$ cat src/rtl/stream_demux_pkg.sv
// Shared types and helpers for the stream demultiplexer.
// Optional statistics counters are enabled with DEMUX_STATS_EN.
package demux_pkg;

  typedef enum logic [1:0] {
    IDLE = 2'd0,
    PKT  = 2'd1,
    DROP = 2'd2
  } state_t;

  // Elaboration-time ceil(log2(v)); returns at least 1 for v >= 2.
  function automatic int clog2(input int v);
    int r;
    r = 0;
    for (int i = 0; i < 31; i++) begin
      if ((1 << i) < v) r = i + 1;
    end
    return r;
  endfunction

endpackage

$ cat src/rtl/stream_demux_if.sv
// Handshake bundle between one producer, the demux and NUM_CH consumers.
// Statistics outputs exist only when DEMUX_STATS_EN is defined.
interface stream_demux_if #(
  parameter int DATA_W = 8,
  parameter int NUM_CH = 8
);
  import demux_pkg::*;

  localparam int SEL_W = clog2(NUM_CH);

  logic              en;
  logic [SEL_W-1:0]  s;
  logic [DATA_W-1:0] in_data;
  logic              in_valid;
  logic              in_last;
  logic              in_ready;
  logic [DATA_W-1:0] out_data;
  logic              out_last;
  logic [NUM_CH-1:0] out_valid;
  logic [NUM_CH-1:0] out_ready;
  logic              busy;
  logic              err_sel;
`ifdef DEMUX_STATS_EN
  logic [31:0]       pkt_cnt;
  logic [15:0]       drop_cnt;

  modport master (
    input  en, s, in_data, in_valid, in_last, out_ready,
    output in_ready, out_data, out_last, out_valid, busy, err_sel,
    output pkt_cnt, drop_cnt
  );

  modport slave (
    output en, s, in_data, in_valid, in_last, out_ready,
    input  in_ready, out_data, out_last, out_valid, busy, err_sel,
    input  pkt_cnt, drop_cnt
  );
`else
  modport master (
    input  en, s, in_data, in_valid, in_last, out_ready,
    output in_ready, out_data, out_last, out_valid, busy, err_sel
  );

  modport slave (
    output en, s, in_data, in_valid, in_last, out_ready,
    input  in_ready, out_data, out_last, out_valid, busy, err_sel
  );
`endif

endinterface

$ cat src/rtl/stream_demux_out_reg_slice.sv
// One-deep output register: holds {channel, last, data} until the selected
// consumer drains it; load and drain in the same cycle keep full throughput.
module out_reg_slice #(
  parameter int W = 8
) (
  input  logic         clk,
  input  logic         rst,
  input  logic         load,
  input  logic         drain,
  input  logic [W-1:0] d,
  output logic [W-1:0] q,
  output logic         reg_valid,
  output logic         free
);

  assign free = !reg_valid || drain;

  always_ff @(posedge clk or posedge rst) begin
    if (rst) begin
      reg_valid <= 1'b0;
      q         <= '0;
    end else if (load) begin
      reg_valid <= 1'b1;
      q         <= d;
    end else if (drain) begin
      reg_valid <= 1'b0;
    end
  end

endmodule

$ cat src/rtl/stream_demux.sv
// Registered 1-to-NUM_CH packet demux; route chosen on the first beat, held to the last.
// DEMUX_STATS_EN adds packet and dropped-packet counters.
//
// state | meaning
// IDLE  | between packets; en and s sampled on the next accepted beat
// PKT   | packet in progress, beats follow the latched select
// DROP  | packet with out-of-range select, beats discarded until last
module stream_demux
  import demux_pkg::*;
#(
  parameter int DATA_W = 8,
  parameter int NUM_CH = 8
) (
  input  logic          clk,
  input  logic          rst,
  stream_demux_if.master bus
);

  localparam int SEL_W = clog2(NUM_CH);
  localparam int W     = SEL_W + 1 + DATA_W;
  localparam logic [SEL_W:0] NUM_CH_W = (SEL_W + 1)'(NUM_CH);

  state_t            state, state_d;
  logic [SEL_W-1:0]  sel_q, sel_d;
  logic [SEL_W-1:0]  load_ch;
  logic              load;
  logic              in_ready_c;
  logic              err_d, err_q;
  logic              s_ok;
  logic              drain;
  logic              reg_valid;
  logic              free;
  logic [W-1:0]      word_q;
  logic [SEL_W-1:0]  reg_ch;
  logic [NUM_CH-1:0] out_valid_c;

  assign s_ok = {1'b0, bus.s} < NUM_CH_W;

  always_ff @(posedge clk or posedge rst) begin
    if (rst) begin
      state <= IDLE;
      sel_q <= '0;
      err_q <= 1'b0;
    end else begin
      state <= state_d;
      sel_q <= sel_d;
      err_q <= err_d;
    end
  end

  always_comb begin
    state_d    = state;
    sel_d      = sel_q;
    in_ready_c = 1'b0;
    load       = 1'b0;
    load_ch    = sel_q;
    err_d      = 1'b0;
    unique case (state)
      IDLE: begin
        // Bad selects are swallowed even when the register is full.
        in_ready_c = bus.en && (s_ok ? free : 1'b1);
        if (bus.in_valid && in_ready_c) begin
          if (s_ok) begin
            sel_d   = bus.s;
            load    = 1'b1;
            load_ch = bus.s;
            if (!bus.in_last) state_d = PKT;
          end else begin
            err_d = 1'b1;
            if (!bus.in_last) state_d = DROP;
          end
        end
      end
      PKT: begin
        in_ready_c = free;
        if (bus.in_valid && in_ready_c) begin
          load = 1'b1;
          if (bus.in_last) state_d = IDLE;
        end
      end
      DROP: begin
        in_ready_c = 1'b1;
        if (bus.in_valid && bus.in_last) state_d = IDLE;
      end
      default: state_d = IDLE;
    endcase
  end

  out_reg_slice #(.W(W)) u_slice (
    .clk       (clk),
    .rst       (rst),
    .load      (load),
    .drain     (drain),
    .d         ({load_ch, bus.in_last, bus.in_data}),
    .q         (word_q),
    .reg_valid (reg_valid),
    .free      (free)
  );

  assign reg_ch = word_q[W-1 -: SEL_W];

  // Only the held channel's ready can drain the register.
  always_comb begin
    out_valid_c = '0;
    drain       = 1'b0;
    for (int i = 0; i < NUM_CH; i++) begin
      if (reg_ch == SEL_W'(i)) begin
        out_valid_c[i] = reg_valid;
        drain          = bus.out_ready[i];
      end
    end
  end

  assign bus.in_ready  = in_ready_c;
  assign bus.out_data  = word_q[DATA_W-1:0];
  assign bus.out_last  = word_q[DATA_W];
  assign bus.out_valid = out_valid_c;
  assign bus.busy      = (state == PKT);
  assign bus.err_sel   = err_q;

`ifdef DEMUX_STATS_EN
  logic [31:0] pkt_cnt_q;
  logic [15:0] drop_cnt_q;

  always_ff @(posedge clk or posedge rst) begin
    if (rst) begin
      pkt_cnt_q  <= '0;
      drop_cnt_q <= '0;
    end else begin
      if (load && bus.in_last) pkt_cnt_q <= pkt_cnt_q + 32'd1;
      if (err_d) drop_cnt_q <= drop_cnt_q + 16'd1;
    end
  end

  assign bus.pkt_cnt  = pkt_cnt_q;
  assign bus.drop_cnt = drop_cnt_q;
`endif

endmodule

$ cat src/flat_wrapper.sv
// flat-port wrapper written by rule: the top's interface ports become plain ports
module stream_demux_flat import demux_pkg::*;
#(
  parameter int DATA_W = 8,
  parameter int NUM_CH = 8
)
  (clk, rst, bus_en, bus_s, bus_in_data, bus_in_valid, bus_in_last, bus_out_ready, bus_in_ready, bus_out_data, bus_out_last, bus_out_valid, bus_busy, bus_err_sel);
  stream_demux_if #(.DATA_W(DATA_W), .NUM_CH(NUM_CH)) bus_i ();
  input  logic clk;
  input  logic rst;
  input wire logic [$bits(bus_i.en)-1:0] bus_en;
  input wire logic [$bits(bus_i.s)-1:0] bus_s;
  input wire logic [$bits(bus_i.in_data)-1:0] bus_in_data;
  input wire logic [$bits(bus_i.in_valid)-1:0] bus_in_valid;
  input wire logic [$bits(bus_i.in_last)-1:0] bus_in_last;
  input wire logic [$bits(bus_i.out_ready)-1:0] bus_out_ready;
  output wire logic [$bits(bus_i.in_ready)-1:0] bus_in_ready;
  output wire logic [$bits(bus_i.out_data)-1:0] bus_out_data;
  output wire logic [$bits(bus_i.out_last)-1:0] bus_out_last;
  output wire logic [$bits(bus_i.out_valid)-1:0] bus_out_valid;
  output wire logic [$bits(bus_i.busy)-1:0] bus_busy;
  output wire logic [$bits(bus_i.err_sel)-1:0] bus_err_sel;
  assign bus_i.en = bus_en;
  assign bus_i.s = bus_s;
  assign bus_i.in_data = bus_in_data;
  assign bus_i.in_valid = bus_in_valid;
  assign bus_i.in_last = bus_in_last;
  assign bus_i.out_ready = bus_out_ready;
  assign bus_in_ready = bus_i.in_ready;
  assign bus_out_data = bus_i.out_data;
  assign bus_out_last = bus_i.out_last;
  assign bus_out_valid = bus_i.out_valid;
  assign bus_busy = bus_i.busy;
  assign bus_err_sel = bus_i.err_sel;
  stream_demux #(.DATA_W(DATA_W), .NUM_CH(NUM_CH)) u_core (.clk(clk), .rst(rst), .bus(bus_i));
endmodule
$ cat config.mk
export PLATFORM = sky130hd
export DESIGN_NAME = stream_demux_flat
export DESIGN_NICKNAME = d
export VERILOG_FILES = /design/src/rtl/stream_demux_pkg.sv /design/src/rtl/stream_demux_if.sv /design/src/rtl/stream_demux_out_reg_slice.sv /design/src/rtl/stream_demux.sv /design/src/flat_wrapper.sv
export SDC_FILE = /design/constraint.sdc
export NUM_CORES = 1
export LEC_CHECK = 0
export BUFFER_PORTS_ARGS = -buffer_cell sky130_fd_sc_hd__buf_2
export CAP_MARGIN = 20
export CORE_MARGIN = 1.5
export CORE_UTILIZATION = 40
export CTS_CLUSTER_SIZE = 12
export DETAILED_ROUTE_END_ITERATION = 16
export GPL_TIMING_DRIVEN = 0
export PLACE_DENSITY = 0.73
export SLEW_MARGIN = 30
export SYNTH_ARGS = -nofsm -noshare
export SYNTH_HDL_FRONTEND = slang
export SYNTH_HIERARCHICAL = 1
export SYNTH_SLANG_ARGS = --single-unit
$ cat constraint.sdc
create_clock -name clk -period 2.35 [get_ports clk]
set_input_delay 0.705 -clock clk [delete_from_list [all_inputs] [get_ports clk]]
set_output_delay 0.705 -clock clk [all_outputs]
set_load 0.02 [all_outputs]
# Word level (Yosys, flattened, before mapping)
# Index checks and enable logic that the tools add are counted.
# totals
inputBits	24
out_inout_bits	20
elab_cells	58
regBits	18
# op_classes
eq_ne	14
reduce_logical	10
n_mux	30
# ops
operator	n
$mux 1	20
$eq 3x3->1 const B	4
$mux 2	5
$eq 3x2->1 const B	2
$mux 3	2
$ne 2x1->1 const B	3
$pmux 2 s3	1
$reduce_and 5->1	1
$logic_and 1x1->1	4
$ne 2x2->1 const B	2
$eq 3x1->1 const B	1
$logic_not 3->1	1
$pmux 1 s3	1
$eq 2x1->1 const B	1
$eq 2x2->1 const B	1
$logic_not 2->1	1
$pmux 1 s2	1
$reduce_bool 2->1	1
$logic_not 1->1	1
$logic_or 1x1->1	1

# Depth between registers and ports, before layout
# Gate-level depths: netlist of run 1.
# depth
depth_word	15
ltp_mapped	10
depth_no_buf	8

# Hierarchy
# Netlist of run 1, hierarchy kept.
# by_module_without_submodules
module	seq_area_each_um2	instances	cells_each	area_each_um2
out_reg_slice	325.3	1	29	521.8
stream_demux	100.1	1	42	347.8

# Worst setup path before layout of run 1
# No wires, ideal clock.
# synth_timing
kind	input-to-reg
startpoint	input bus_out_ready[7]
endpoint	register u_core.u_slice.q[1]
t_required_ns	2.225
n_path_buf	1
cell_stages	8
setup_ns	0.125
t_arrival_ns	2.343
slack_ns	-0.118
path_cell_list	mux4_2 > o21ai_1 > a21oi_1 > nand2b_1 > o21a_1 > and2_1 > buf_6 > mux2_4
# synth_between
elab_chain_cells	6
elab_cells_between_ends	8
classes_between	4 x mux; 4 x reduce/logical
# synth_rtl
item	line	source
start: declaration	flat_wrapper.sv:16	input wire logic [$bits(bus_i.out_ready)-1:0] bus_out_ready;
$mux 1 (*)	stream_demux.sv:107	if (reg_ch == SEL_W'(i)) begin
via u_core.drain	stream_demux.sv:30	logic drain;
$logic_or 1x1->1 (*)	stream_demux_out_reg_slice.sv:16	assign free = !reg_valid || drain;
via u_core.free	stream_demux.sv:32	logic free;
$logic_and 1x1->1	stream_demux.sv:61	in_ready_c = bus.en && (s_ok ? free : 1'b1);
$logic_and 1x1->1	stream_demux.sv:62	if (bus.in_valid && in_ready_c) begin
$mux 1	stream_demux.sv:62	
$pmux 1 s2 (*)	stream_demux.sv:58	unique case (state)
via u_core.load	stream_demux.sv:26	logic load;
end signal: assignment	stream_demux_out_reg_slice.sv:21	q <= '0;
end signal: assignment	stream_demux_out_reg_slice.sv:24	q <= d;
end: declaration	stream_demux_out_reg_slice.sv:11	output logic [W-1:0] q,
# The timed path passes the listed nets; every way through them passes the cells marked *.
# A chain may end at the register's enable or synchronous reset.

# Final worst setup path of run 1
# layout_timing
startpoint	register u_core.u_slice.q[9]
endpoint	output bus_in_ready
# layout_between
elab_chain_cells	12
elab_cells_between_ends	19
classes_between	7 x eq/ne; 9 x mux; 3 x reduce/logical
# layout_rtl
item	line	source
$logic_not 3->1	stream_demux.sv:107	
$mux 1 (7 in series)	stream_demux.sv:107	
$mux 1 (*)	stream_demux.sv:107	
via u_core.drain	stream_demux.sv:30	
$logic_or 1x1->1 (*)	stream_demux_out_reg_slice.sv:16	
via u_core.free	stream_demux.sv:32	
$logic_and 1x1->1	stream_demux.sv:61	
$pmux 1 s3 (*)	stream_demux.sv:58	
end: declaration	flat_wrapper.sv:17	output wire logic [$bits(bus_i.in_ready)-1:0] bus_in_ready;
# Marked as above.

==> reports/qor.csv, run 1 <==
metric,value,unit
postCtsHoldBufs,0,
setup_ws,-0.2012,ns
drv_cap,0,
antenna_found_initial,0,
finClkSkew,0.001895,ns
vias_per_cell,4.833,
hp-class,input port to async pin,
hold_viol,0,
syn-cell-area,869.6,µm²
rows,16,
synth_seq_area_share,0.4892,
worstPathRequired,1.64,ns
firstDrtPassIters,4,
status,finished with violations,
overflow,0,
timing.rr.start,u_core/u_slice/q[9],
grt_max_degree,14,
synth_common_cells,"17 x dfrtp_1, 9 x mux2_4, 6 x mux2_2, 6 x nand2b_1, 6 x nor2_1",
yosys.area.top_type,dfrtp_1,
fin_total_pwr,1.768,mW
die_x,49.63,µm
cts_tree,yes,
drt_wl_total,1.791,mm
critPathCapture,bus_in_ready,
dieArea,2463,µm²
r2r_slack,-0.06,ns
setup_viol,4,
initialDrtViolationCount,9,
htreeDepth,1,
synth_nets,95,
hold_ws,0.2912,ns
yosysMostFrequentCell,dfrtp_1,
cp.arrival,1.85,ns
syn_to_final_growth,40.86,%
startpoint,u_core/u_slice/q[9],
peakVddDrop,0.7455,mV
clk-insertion-delay-late,0.29,ns
synth_edf_count,0,
globalplace.congestion,0.7241,
multi_input_area,422.9,µm²
synthCells,71,
port_buffers,42,
vias,725,
failed_checks,setup timing,
first_global_vias,724,
worst-setup-path-type,flop to output port,
dieHeight,49.63,µm
synth_cell_types,25,
wire_per_inst,11.94,µm
final_max_slew_viol_count,0,
synth_warnings,6,
grt_use_total,0.1647,
leakage,0.6430,nW
synth-main-ff-cell,dfrtp_1,
register_area,425.4,µm²
cts_sinks,17,
core_area,2002,µm²
finalCritPeriodShare,1.086,
fin_crit,2.551,ns
drive_gt1_frac,0.6016,
synth_area_leaders,"dfrtp_1 49%, mux2_4 16%, mux2_2 7.8%, nand2b_1 4.3%, buf_6 2.6%",
drtAntennaViolNets,0,
drc_errors,0,
fmax,392.0,MHz
synth-seq-cells,17,
synth_top_area_frac,0.4892,
clk_path_buf_depth,2,
critPathMaxFanout,6,
worst_setup_path_end_kind,output port,
syn_avg_cell_area,12.25,µm²
dp_hpwl,1.276,mm
cts-root-buf,clkbuf_4,
rsz0062_at_grt,yes,
reg2reg_to,u_core/u_slice/q[10],
async_flop_share,1.000,
start_util,0.4344,
grt_pass1_wl,3.036,mm
insertedDiodeCount,0,
nets,148,
clk_pin_slew,0.09,ns
num_io_pins,44,
fillers,185,
powerDensity,1443,nW/µm²
start_kind,flop,
numCtsBuffers,3,
r2r_cells,9,
## per-stage QoR
step	util	setup TNS, ns	cells	cell area, µm²	setup WS, ns
2_1_floorplan	-	0	71	880.8	0.01355
3_3_place_gp	0.5619	-1.683	140	1125	-0.2283
3_5_place_dp	0.5619	-1.984	140	1125	-0.2448
4_1_cts	0.6000	-0.2687	149	1201	-0.2083
5_1_grt	0.6119	-0.6529	150	1225	-0.2775
6_report	0.6119	-0.2879	150	1225	-0.2012
## cell type report
class | count | share of cell area
flip-flops and latches | 17 | 0.3473
repair buffers | 48 | 0.2135
inverters | 3 | 0.009193
plain buffers | 4 | 0.03575
clock buffers | 4 | 0.02145
well taps | 27 | 0.02758
multi-input cells | 47 | 0.3453
## layout by cell type, fill, tap and decap left out, drive strengths merged
| master | synthesis | layout |
|---|---|---|
| nand3 | 1 | 1 |
| dfrtp | 17 | 17 |
| mux4 | 1 | 1 |
| buf | 4 | 52 |
| or2b | 1 | 1 |
| and2 | 1 | 1 |
| nand4b | 1 | 1 |
| nor3 | 3 | 3 |
| a31oi | 2 | 2 |
| inv | 3 | 3 |
| mux2 | 15 | 15 |
| nand2b | 6 | 6 |
| o22ai | 1 | 1 |
| clkbuf | 0 | 4 |
| nand2 | 2 | 2 |
| nor2 | 6 | 6 |
| conb | 1 | 1 |
| o21ai | 2 | 2 |
| o21a | 1 | 1 |
| mux2i | 1 | 1 |
| a21oi | 1 | 1 |
| a21boi | 1 | 1 |
## worst min-delay path by stage
stage | from | end | slack, ns | cells after the start
after CTS | rst | u_core/sel_q[0] | 0.29 | 2
after detailed placement | u_core/sel_q[2] | u_core/sel_q[2] | 0.49 | 1
final | rst | u_core/sel_q[0] | 0.29 | 2
after global placement | u_core/sel_q[1] | u_core/sel_q[1] | 0.48 | 1
after global routing | rst | u_core/sel_q[0] | 0.29 | 2
after floorplan | rst | u_core/sel_q[0] | 0.47 | 1
## layer usage
| metal | global-route usage | up-vias | wire length, µm |
|---|---|---|---|
| li1 | - | 348 | - |
| met1 | 0.1961 | 337 | 804 |
| met2 | 0.2756 | 35 | 793 |
| met3 | 0.03939 | 5 | 155 |
| met4 | 0.08333 | 0 | 38 |
| met5 | 0 | - | 0 |
## sequential cells by signal, indices dropped and copies added, names as in the netlist
| signal | count |
|---|---|
| u_core/sel_q | 3 |
| u_core/u_slice/q | 12 |
| u_core/state | 1 |
| u_core/u_slice/reg_valid | 1 |
## kinds of logic (layout without fill, tap and decap cells)
kind of cell / Yosys count / count (layout) / synth area share
mux: 17 / 17 / 0.2705
other cells: 1 / 1 / 0.004312
flops: 17 / 17 / 0.4892
simple gates: 21 / 21 / 0.1266
compound gates: 8 / 8 / 0.05611
buf+inv: 7 / 59 / 0.05323
## what timing repair did
item / in CTS / in global routing
setup endpoints to repair: 1 / 12
resized for setup: 5 / 4
buffers inserted: 5 / 1
pin swaps: 2 / 0
## worst max-delay path: stages, from the launching register on
cell and delay, ns:
dfrtp_1 0.37, buf_6 0.13, mux4_2 0.49, o21ai_1 0.09, a21oi_1 0.09, nand2b_4 0.15
o21a_4 0.12, buf_6 0.12
## report_power, final
group	switching, mW	leakage [nW]	internal [mW]
logic	0.497	0.427	0.583
clock network	0.0831	0.0150	0.0660
registers	0.0950	0.201	0.444
No activity file was read; power rests on OpenSTA's default activity.
==> inputs of run 2 (changes only) <==
- CORE_ASPECT_RATIO: unset -> 1.4
- CORE_UTILIZATION: 40 -> 47
- PLACE_DENSITY: 0.73 -> 0.81
- clock period: 2.35 -> 3.03 ns (I/O delays scaled with it)
==> run 2 against run 1 <==
  * The flow now finishes without violations
  * Largest power group unchanged
  * Largest cell class unchanged
  * Via count decreased by 6.8%
  * Cell area decreased by 6.6%
  * Clock power decreased by 22%
  * First-iteration DRC count increased by 11%
  * Sequential cell count unchanged
==> reports/qor.csv, run 2 (synthesis gave the netlist of run 1 again) <==
metric,value,unit,change
status,finished clean,,was finished with violations
cp.arrival,2.06,ns,was 1.85 ns
dieHeight,53.90,µm,was 49.63 µm
first_global_vias,616,,was 724
top_regs,"u_core/u_slice/q x12, u_core/sel_q x3",,unchanged
crit_path_frequent_cell,buf_2,,was buf_6
grt_pass1_wl,2.394,mm,was 3.036 mm
rsz0062_at_grt,no,,was yes
die_x,39.36,µm,was 49.63 µm
start_kind,input port,,was flop
final_common_cell,buf_2,,unchanged
port_buffers,42,,unchanged
finalCritPeriodShare,0.9807,,
peakVddDrop,0.5609,mV,was 0.7455 mV
p_switching,501.3,µW,was 675.0 µW
place_ws,-0.007344,ns,was -0.2448 ns
final_max_slew_viol_count,0,,unchanged
worst_setup_path_end_kind,output port,,unchanged
cts_sinks,17,,unchanged
p_sw_frac,0.4012,,was 0.3818
fmax,336.5,MHz,
insertedDiodeCount,0,,unchanged
pwr-share-seq,0.334,,was 0.305
drt_wl_total,1.658,mm,was 1.791 mm
clk_path_buf_depth,2,,unchanged
grt_use_total,0.1711,,was 0.1647
wire_per_inst,12.10,µm,was 11.94 µm
vias,676,,was 725
dp_hpwl,1.269,mm,was 1.276 mm
overflow,0,,unchanged
finClkSkew,0.009364,ns,was 0.001895 ns
internal_power,748.1,µW,was 1.093 mW
drtAntennaViolNets,0,,unchanged
hold_viol,0,,unchanged
leakage,0.5984,nW,was 0.6430 nW
start_util,0.4950,,was 0.4344
dieArea,2121,µm²,was 2463 µm²
numCtsBuffers,3,,unchanged
clk-insertion-delay-late,0.29,ns,about the same
r2r_cells,10,,was 9
grt_max_degree,14,,unchanged
layout_common_cells,"43 x buf_2, 17 x dfrtp_1, 9 x mux2_4",,"was 42 x buf_2, 17 x dfrtp_1, 11 x mux2_4"
critPathMaxStageDelay,0.47,ns,was 0.49 ns
p_clk_frac,0.093,,was 0.084
worst-setup-path-type,input port to output port,,was flop to output port
critPathMaxFanout,5,,was 6
fin_total_pwr,1.249,mW,was 1.768 mW
drc_errors,0,,unchanged
globalplace.congestion,0.6641,,was 0.7241
fin_crit,2.972,ns,
htreeDepth,1,,unchanged
drv_cap,0,,unchanged
nets,142,,was 148
setup_viol,0,,was 4
powerDensity,1093,nW/µm²,was 1443 nW/µm²
hold_ws,0.4856,ns,was 0.2912 ns
stdcell_count,137,,was 150
cp_num_cells,7,,unchanged
num_io_pins,44,,unchanged
hp-class,input port to async pin,,unchanged
fillers,154,,was 185
largest-register,u_core/u_slice/q,,unchanged
cts-root-buf,clkbuf_4,,unchanged
setup_ws,0.05834,ns,was -0.2012 ns
comb_power_share,0.574,,was 0.611
cts_tree,yes,,unchanged
rows,18,,was 16
dp_cells,133,,was 140
worstPathRequired,2.12,ns,was 1.64 ns
drive_gt1_frac,0.5812,,was 0.6016
cp.buffers_inverters,2,,unchanged
clk_pin_slew,0.10,ns,was 0.09 ns
vias_per_cell,4.934,,was 4.833
slowest_stage,mux4_2,,unchanged
firstDrtPassIters,3,,was 4
antenna_found_initial,0,,unchanged
initialDrtViolationCount,10,,was 9
syn_to_final_growth,31.51,%,was 40.86%
postCtsHoldBufs,0,,unchanged
core_area,1757,µm²,was 2002 µm²
post-route-util,0.6510,,was 0.6119
post_cts.repair.setup_buffers,0,,was 5
path_delay_family,multiplexers,,unchanged
largest_reg_flops,12,,unchanged
worstPathCellList,"buf_2, mux4_2, o21ai_2, a21oi_1, nand2b_4, o21a_1, buf_2",,"was buf_6, mux4_2, o21ai_1, a21oi_1, nand2b_4, o21a_4, buf_6"
run 2: cell types whose count changed in the layout (fill, tap and decap cells not counted), sizes merged:
cell	change
buf	-6
clkbuf	-1
clkinv	+1
run 2: worst reg2reg max path: cells and delay by family (launching register included):
family / cells / cell delay [ns]
AND/OR/NAND/NOR: 4 / 0.63
buffers and inverters: 2 / 0.37
flip-flops: 1 / 0.38
AO/OA/AOI/OAI: 3 / 0.56
multiplexers: 1 / 0.31
run 2: worst paths after layout:
kind	startpoint	end	slack [ns]
max	bus_out_ready[7]	bus_in_ready	0.06
min	rst	u_core/sel_q[0]	0.49
max reg2reg	u_core/u_slice/q[10]	u_core/u_slice/q[2]	0.67
min reg2reg	u_core/sel_q[1]	u_core/sel_q[1]	0.51
max in group asynchronous	rst	u_core/u_slice/reg_valid	2.08
min in group clk	u_core/sel_q[1]	u_core/sel_q[1]	0.51
run 2: layer usage:
layer,vias up,part of all wire,track usage
met5,-,0,0
met4,0,0,0.08621
met3,0,0.086,0.02893
met2,37,0.51,0.3222
met1,304,0.40,0.1717
li1,335,-,-
run 2: area by class of cell:
| class | count | area (µm²) | area share |
|---|---|---|---|
| multi-input cells | 47 | 409.1 | 0.3578 |
| plain buffers | 4 | 35.03 | 0.03063 |
| clock inverters | 1 | 5.005 | 0.004376 |
| flip-flops and latches | 17 | 425.4 | 0.3720 |
| clock buffers | 3 | 22.52 | 0.01969 |
| inverters | 3 | 11.26 | 0.009847 |
| well taps | 20 | 25.02 | 0.02188 |
| repair buffers | 42 | 210.2 | 0.1838 |
run 2: power groups by stage:
stage	sequential [mW]	combinational [mW]	clock, mW
after global routing	0.430	0.770	0.131
after detailed placement	0.412	0.702	0
after global placement	0.409	0.686	0
after CTS	0.417	0.715	0.122
final	0.417	0.717	0.116
after floorplan	0.490	0.443	0
run 2: timing repair:
action,in CTS,in global routing
hold endpoints to repair,0,0
setup endpoints to repair,1,1
resized for setup,1,2
cloned,0,0
run 2: per-stage QoR:
step	setup TNS, ns	cell area [µm²]
after floorplan	0	869.6
after global routing	0	1144
after global placement	-0.008981	1105
after CTS	0	1140
after detailed placement	-0.007344	1105
final	0	1144
